`config.mk`:
```
export PLATFORM = sky130hd
export DESIGN_NAME = wb_stage
export DESIGN_NICKNAME = d
export VERILOG_FILES = /design/src/rtl/wb_stage.sv
export SDC_FILE = /design/constraint.sdc
export NUM_CORES = 1
export LEC_CHECK = 0
export ABC_AREA = 1
export ABC_CLOCK_PERIOD_IN_PS = 1600
export CORE_MARGIN = 2
export CORE_UTILIZATION = 30
export CTS_BUF_LIST = sky130_fd_sc_hd__clkbuf_4 sky130_fd_sc_hd__clkbuf_8
export CTS_CLUSTER_SIZE = 20
export DETAILED_ROUTE_END_ITERATION = 12
export GPL_TIMING_DRIVEN = 0
export HOLD_SLACK_MARGIN = 0.15
export PLACE_DENSITY = 0.53
export SLEW_MARGIN = 25
export SYNTH_ARGS = -nofsm -noshare
export SYNTH_HDL_FRONTEND = slang
export SYNTH_SLANG_ARGS = --single-unit
export TNS_END_PERCENT = 5
```
`constraint.sdc`:
```
create_clock -name clk -period 1.6 [get_ports clk]
set_clock_uncertainty 0.1 [all_clocks]
set_input_delay 0.32 -clock clk [delete_from_list [all_inputs] [get_ports clk]]
set_output_delay 0.32 -clock clk [all_outputs]
set_load 0.05 [all_outputs]
```
`src/rtl/wb_stage.sv`:
```
// Write-back stage register and GRF write-port driver with load formatting,
// once-only write guarantee under stall, W-stage forwarding and retire counter.
module wb_stage (
    input  logic        clk,
    input  logic        reset,
    input  logic        m_valid,
    input  logic        m_we,
    input  logic [4:0]  m_a3,
    input  logic [31:0] m_pc8,
    input  logic [1:0]  m_wdsel,
    input  logic [31:0] m_alu,
    input  logic [31:0] m_memrd,
    input  logic [31:0] m_hilo,
    input  logic [2:0]  m_ldtype,
    input  logic        w_stall,
    input  logic        w_flush,
    output logic        grf_we,
    output logic [4:0]  grf_a3,
    output logic [31:0] grf_wd,
    output logic [31:0] grf_pc8,
    output logic        fwd_valid,
    output logic [31:0] retire_cnt
);

    logic        valid_q,  valid_d;
    logic        we_q,     we_d;
    logic [4:0]  a3_q,     a3_d;
    logic [31:0] pc8_q,    pc8_d;
    logic [1:0]  wdsel_q,  wdsel_d;
    logic [31:0] alu_q,    alu_d;
    logic [31:0] memrd_q,  memrd_d;
    logic [31:0] hilo_q,   hilo_d;
    logic [2:0]  ldtype_q, ldtype_d;
    logic        done_q,   done_d;
    logic [31:0] retire_q, retire_d;

    logic [7:0]  byteSel;
    logic [15:0] halfSel;
    logic [31:0] loadData;

    // done marks an instruction that already had its write cycle, so a held W never writes twice
    always_comb begin
        valid_d  = valid_q;
        we_d     = we_q;
        a3_d     = a3_q;
        pc8_d    = pc8_q;
        wdsel_d  = wdsel_q;
        alu_d    = alu_q;
        memrd_d  = memrd_q;
        hilo_d   = hilo_q;
        ldtype_d = ldtype_q;
        done_d   = done_q;
        if (w_flush) begin
            valid_d = 1'b0;
            we_d    = 1'b0;
            done_d  = 1'b0;
        end else if (w_stall) begin
            done_d = done_q | valid_q;
        end else begin
            valid_d  = m_valid;
            we_d     = m_we;
            a3_d     = m_a3;
            pc8_d    = m_pc8;
            wdsel_d  = m_wdsel;
            alu_d    = m_alu;
            memrd_d  = m_memrd;
            hilo_d   = m_hilo;
            ldtype_d = m_ldtype;
            done_d   = 1'b0;
        end
        retire_d = retire_q;
        if (valid_q && !done_q) begin
            retire_d = retire_q + 32'd1;
        end
    end

    always_ff @(posedge clk) begin
        if (reset) begin
            valid_q  <= 1'b0;
            we_q     <= 1'b0;
            a3_q     <= 5'd0;
            pc8_q    <= 32'd0;
            wdsel_q  <= 2'd0;
            alu_q    <= 32'd0;
            memrd_q  <= 32'd0;
            hilo_q   <= 32'd0;
            ldtype_q <= 3'd0;
            done_q   <= 1'b0;
            retire_q <= 32'd0;
        end else begin
            valid_q  <= valid_d;
            we_q     <= we_d;
            a3_q     <= a3_d;
            pc8_q    <= pc8_d;
            wdsel_q  <= wdsel_d;
            alu_q    <= alu_d;
            memrd_q  <= memrd_d;
            hilo_q   <= hilo_d;
            ldtype_q <= ldtype_d;
            done_q   <= done_d;
            retire_q <= retire_d;
        end
    end

    always_comb begin
        case (alu_q[1:0])
            2'd0:    byteSel = memrd_q[7:0];
            2'd1:    byteSel = memrd_q[15:8];
            2'd2:    byteSel = memrd_q[23:16];
            default: byteSel = memrd_q[31:24];
        endcase
        halfSel = alu_q[1] ? memrd_q[31:16] : memrd_q[15:0];
        case (ldtype_q)
            3'd1:    loadData = {{24{byteSel[7]}}, byteSel};
            3'd2:    loadData = {24'd0, byteSel};
            3'd3:    loadData = {{16{halfSel[15]}}, halfSel};
            3'd4:    loadData = {16'd0, halfSel};
            default: loadData = memrd_q;
        endcase
    end

    always_comb begin
        case (wdsel_q)
            2'd0:    grf_wd = alu_q;
            2'd1:    grf_wd = loadData;
            2'd2:    grf_wd = pc8_q;
            default: grf_wd = hilo_q;
        endcase
    end

    assign grf_we     = valid_q & we_q & (a3_q != 5'd0) & ~done_q;
    assign fwd_valid  = grf_we;
    assign grf_a3     = a3_q;
    assign grf_pc8    = pc8_q;
    assign retire_cnt = retire_q;

endmodule

```
Word level (Yosys, flattened, before mapping)
Index checks and enable logic that the tools add are counted.
{ "word_totals": {"register_bits": 173, "input_bits": 144, "wordCells": 39} }
{ "classes": {"n_addsub": 1, "n_eq_ne": 8, "mux": 4, "bitwise_logic": 7, "reduce_logical": 8} }
{ "ops": {"columns": ["operator", "count"], "rows": [
  ["$pmux W32 S4", 1],
  ["$pmux W32 S3", 1],
  ["$add A32 B1 Y32 const B", 1],
  ["$pmux W8 S3", 1],
  ["$mux W16", 1],
  ["$eq A3 B2 Y1 const B", 2],
  ["$reduce_bool A5 Y1", 1],
  ["$eq A2 B1 Y1 const B", 2],
  ["$eq A2 B2 Y1 const B", 2],
  ["$logic_not A2 Y1", 2],
  ["$and A1 B1 Y1", 3],
  ["$eq A3 B1 Y1 const B", 1],
  ["$eq A3 B3 Y1 const B", 1],
  ["$not A1 Y1", 3],
  ["$reduce_or A3 Y1", 1],
  ["$reduce_and A2 Y1", 1],
  ["$reduce_or A2 Y1", 1],
  ["$logic_and A1 B1 Y1", 1],
  ["$logic_not A1 Y1", 1],
  ["$or A1 B1 Y1", 1]
]} }

Logic depth before layout (Yosys ltp)
{ "depth": {"depth_word": 4, "ltp_mapped": 10, "depth_no_buf": 9} }

Worst setup path before layout
OpenSTA, ideal clock, no wires.
{ "synth_path": {"path_type": "reg2out", "start": "reg ldtype_q[0]", "end": "out grf_wd[7]", "arrival_ps": 1745, "required_time_ps": 1180, "slack_ps": -565, "path_stages_with_launch": 10, "path_cell_list": "dfxtp_1 > inv_1 > nor2_2 > nand2_1 > nand2_2 > nor2_8 > inv_6 > nand3_1 > nand2_1 > a21oi_1"} }
{ "synth_between": {"elab_chain_len": 3, "word_cells_on_any_way": 6, "cone_classes": "eq/ne: 4; mux: 2"} }
{ "synth_rtl": {"columns": ["element", "line_no", "text"], "rows": [
  ["start: declaration", "33", "logic [2:0] ldtype_q, ldtype_d;"],
  ["start signal: assignment", "99", "ldtype_q <= ldtype_d;"],
  ["$eq A3 B3 Y1 (tied with other cells)", "113", "case (ldtype_q)"],
  ["$pmux W32 S4 *", "113", null],
  ["$pmux W32 S3 *", "123", "case (wdsel_q)"],
  ["end: declaration", "19", "output logic [31:0] grf_wd,"]
]} }
Mark *: on every way between the ends. The rest lies on a longest branch, timed or not.

Final worst setup path
{ "layout_path": {"start": "reg ldtype_q[0]", "end": "out grf_wd[19]"} }
The elaborated chain is that of the path after synthesis.

==> results.py <==
metrics = {
    "status": {
        "run_status": "finished with violations",
        "failing_checks": "setup timing",
    },
    "critical_path": {
        "timing.rr.end": "retire_cnt[30]$_SDFFE_PP0P_",
        "worst_setup_path_end_kind": "output port",
        "startpoint_type": "register",
        "timing.critical_path.slowest_stage_cell": "sky130_fd_sc_hd__dfxtp_4",
        "r2r_slack_ps": -40,
        "delay_of_the_slowest_cell_on_the_worst_path_ps": 390,
        "start_to_end_type_of_the_worst_setup_path": "reg -> out",
        "worst_path_arrival_ps": 2100,
        "critPathMaxFanout": 8,
        "r2r-start": "retire_cnt[0]$_SDFFE_PP0P_",
        "timing.reg2reg.worst_path_depth": 8,
        "critical_path_required_ps": 1180,
        "critical_path.cell_chain": "inv_4 -> nor2_4 -> nand2_2 -> nand2_4 -> nor2_8 -> inv_6 -> nand3_4 -> buf_6 -> nand2_2 -> nand4_1 -> buf_6",
    },
    "place": {
        "hpwl_um": 25990,
        "detailed_place.area_sq_um": 11010,
        "numPortBuffers": 246,
        "finalWeightedCongestion": 0.9195,
    },
    "cts": {
        "cts_root_buffer": "sky130_fd_sc_hd__clkbuf_8",
        "numCtsBuffers": 17,
        "clk_transition_reported_paths_ps": 120,
        "cts.sink_count": 173,
        "clock_insertion_delay_worst_skew_ps": 480,
        "htreeDepth": 4,
        "ctsLongestPathBuffers": 2,
        "cts_tree": "yes",
    },
    "logic_synthesis": {
        "mappedNetlistNets": 1358,
        "number_of_synthesized_flops_with_an_enable_pin": 0,
        "yosys_most_used_dff": "sky130_fd_sc_hd__dfxtp_1",
        "synth.top_cells.by_area": "sky130_fd_sc_hd__dfxtp_1, sky130_fd_sc_hd__nor2_1, sky130_fd_sc_hd__nand2_1",
        "ys_async_sr_fraction_pct": 0,
        "yosys_warnings": 0,
        "synth_top_area_share_pct": 42.78,
        "synth_top_cells_by_count": "sky130_fd_sc_hd__nor2_1, sky130_fd_sc_hd__nand2_1, sky130_fd_sc_hd__dfxtp_1",
        "synth.largest_area_cell": "sky130_fd_sc_hd__dfxtp_1",
        "seq_area_frac_synth_pct": 42.78,
        "syn_area_sq_um": 8097,
        "synth_cell_types": 31,
        "yosys.cell_count.top_type": "sky130_fd_sc_hd__nor2_1",
        "yosys_register_bits": 173,
        "synth.avg_cell_area_sq_um": 6.675,
        "syn_inst": 1213,
    },
    "floorplanning": {
        "num_io_pins": 247,
        "fp.dieW_um": 168.3,
        "placeableCoreArea_sq_um": 26730,
        "fp.dieArea_sq_um": 28320,
        "std_cell_rows": 60,
        "fp.dieH_um": 168.3,
        "floorplan.initialDensity_pct": 30.29,
    },
    "drt": {
        "antenna_left": 0,
        "initialDrtViolationCount": 627,
        "drt_via_density": 4.898,
        "first_pass_iters": 6,
        "total_via_count_in_the_routed_design": 9076,
        "wire_per_inst_um": 18.42,
        "wl_um": 34120,
        "drc": 0,
    },
    "power": {
        "power_leakage_uw": 0.004994,
        "power_density_nw_per_um2": 901.5,
        "ir_worst_vdd_mv": 0.4140,
    },
    "final_layout": {
        "nNetsFinal": 1642,
        "finalInstanceArea_sq_um": 11850,
        "drive_above_1_share_pct": 20.79,
        "area_growth_syn_to_layout_pct": 46.39,
        "fillers": 2872,
    },
    "global_routing": {
        "gr-usage-met2_pct": 38.79,
        "groute.layer.met1.usage_pct": 31.11,
        "grt_pass1_vias": 8715,
        "antenna_violations_before_repair": 4,
        "grt_busiest_layer": "met2",
        "grt_first_pass_wirelength_um": 50560,
        "grt_start_max_net_pins": 19,
        "met3_usage_grt_pct": 4.701,
        "grt_usage_pct": 23.54,
        "grt.overflow.total": 0,
    },
    "timing": {
        "relSlewSlack_pct": 69.20,
        "fin_crit_sh_pct": 157.7,
        "final-setup-viol-count": 37,
        "report.final.slew_viol_count": 0,
        "timing_worst_slew_pin_value_ps": 462.0,
        "setup_ws_post_layout_ps": -922.7,
        "finalWorstPathRequiredPeriod_ps": 2523,
        "rsz0062_at_grt": "yes",
        "hold_violations": 0,
        "setup-tns-final_ps": -27370,
        "clock.fmax_mhz": 396.4,
    },
    "worst_hold_path": {
        "hold_end": "retire_cnt[13]$_SDFFE_PP0P_",
        "min_delay_path_depth": 2,
        "hold_path.class": "in -> reg",
        "min_from": "reset",
    },
    "job": {
        "max-cap-violations": 0,
    },
}
==> metrics by stage <==
| step | util, % | power (uW) | instances | setup WS (ps) | hold slack (ps) |
|---|---|---|---|---|---|
| after floorplan | - | 6142 | 1213 | -391.8 | 292.4 |
| after global placement | 41.18 | 7267 | 1800 | -1284 | 342.6 |
| after detailed placement | 41.18 | 7266 | 1800 | -1261 | 347.3 |
| after CTS | 43.57 | 10710 | 1846 | -894.8 | 255.1 |
| after global routing | 44.34 | 11130 | 1852 | -1016 | 299.2 |
| final | 44.35 | 10690 | 1853 | -922.7 | 282.5 |
==> how the worst max path moves through the flow <==
stage / startpoint / endpoint / slack (ps) / cells past startpoint
CTS: ldtype_q[0]$_SDFFE_PP0P_ / grf_wd[18] / -890 / 11
global route: ldtype_q[0]$_SDFFE_PP0P_ / grf_wd[19] / -1020 / 11
floorplan: ldtype_q[0]$_SDFFE_PP0P_ / grf_wd[18] / -390 / 10
global placement: alu_q[1]$_SDFFE_PP0P_ / grf_wd[21] / -1280 / 9
finish: ldtype_q[0]$_SDFFE_PP0P_ / grf_wd[19] / -920 / 11
detailed placement: alu_q[1]$_SDFFE_PP0P_ / grf_wd[21] / -1260 / 9
==> cell families (layout without fill, tap and decap cells) <==
kind of cell,Yosys count,in the layout,synth area share (%)
buf+inv,157,454,8.021
fa+ha+maj,1,1,0.1545
other cells,0,2,0
flops,173,173,42.78
compound gates,267,267,16.75
simple gates,615,615,32.30
==> worst max-delay path, delay by kind of cell, from the launching register on <==
family                 cells  cell delay [ps]
DFF                        1              390
buffers and inverters      4              530
and+or+nand+nor            7              710
==> metal layers <==
layer  part of all wire (%)  vias to the layer above  wire, um
met5                  0.079                        -        27
met4                    2.2                        4       756
met3                    6.8                       46      2308
met2                     46                      288     15810
met1                     45                     4209     15220
li1                       -                     4529         -
==> sequential cells by signal, indices dropped and copies added (netlist names) <==
| register | cells |
|---|---|
| wdsel_q | 2 |
| alu_q | 32 |
| grf_pc8 | 32 |
| hilo_q | 32 |
| valid_q | 1 |
| done_q | 1 |
| retire_cnt | 32 |
| we_q | 1 |
| grf_a3 | 5 |
| memrd_q | 32 |
| ldtype_q | 3 |
==> power by group <==
part | internal, uW | switching (uW) | total [uW]
clock | 1370 | 1920 | 3290
sequential | 4540 | 175 | 4710
combinational | 1030 | 1660 | 2680
==> cell type report <==
cell class | instances | area (sq um) | area share, %
Sequential cell | 173 | 3528 | 29.77
Clock inverter | 14 | 163.9 | 1.383
Antenna cell | 2 | 5.005 | 0.04223
Inverter | 85 | 331.6 | 2.797
Timing Repair Buffer | 265 | 2476 | 20.89
Multi-Input combinational cell | 883 | 4233 | 35.71
Clock buffer | 18 | 247.7 | 2.090
Tap cell | 341 | 426.7 | 3.600
Buffer | 72 | 440.4 | 3.716
==> layout by cell type (no fill, tap or decap), types with 6 or more instances in the layout <==
| master | n |
|---|---|
| sky130_fd_sc_hd__dfxtp_2 | 31 |
| sky130_fd_sc_hd__clkbuf_1 | 11 |
| sky130_fd_sc_hd__o21ai_0 | 164 |
| sky130_fd_sc_hd__dfxtp_4 | 7 |
| sky130_fd_sc_hd__nor2_1 | 253 |
| sky130_fd_sc_hd__clkdlybuf4s50_1 | 141 |
| sky130_fd_sc_hd__nand2_4 | 7 |
| sky130_fd_sc_hd__nand2_2 | 14 |
| sky130_fd_sc_hd__nand2_1 | 216 |
| sky130_fd_sc_hd__clkbuf_8 | 18 |
| sky130_fd_sc_hd__clkbuf_4 | 18 |
| sky130_fd_sc_hd__inv_2 | 6 |
| sky130_fd_sc_hd__nand3_1 | 48 |
| sky130_fd_sc_hd__dfxtp_1 | 135 |
| sky130_fd_sc_hd__a21oi_1 | 91 |
| sky130_fd_sc_hd__buf_4 | 67 |
| sky130_fd_sc_hd__buf_6 | 45 |
| sky130_fd_sc_hd__nand4_1 | 40 |
| sky130_fd_sc_hd__nor2_4 | 8 |
| sky130_fd_sc_hd__buf_2 | 23 |
| sky130_fd_sc_hd__clkbuf_2 | 24 |
| sky130_fd_sc_hd__inv_1 | 75 |
==> repair_timing <==
item | 4_1_cts | 5_1_grt
pin swaps | 12 | 3
gates resized for setup | 749 | 74
setup buffers | 13 | 3
cloned | 1 | 0
hold buffers | 0 | 2
endpoints found under the hold margin | 0 | 3
setup endpoints to repair | 270 | 197
No activity file was read; power rests on OpenSTA's default activity.
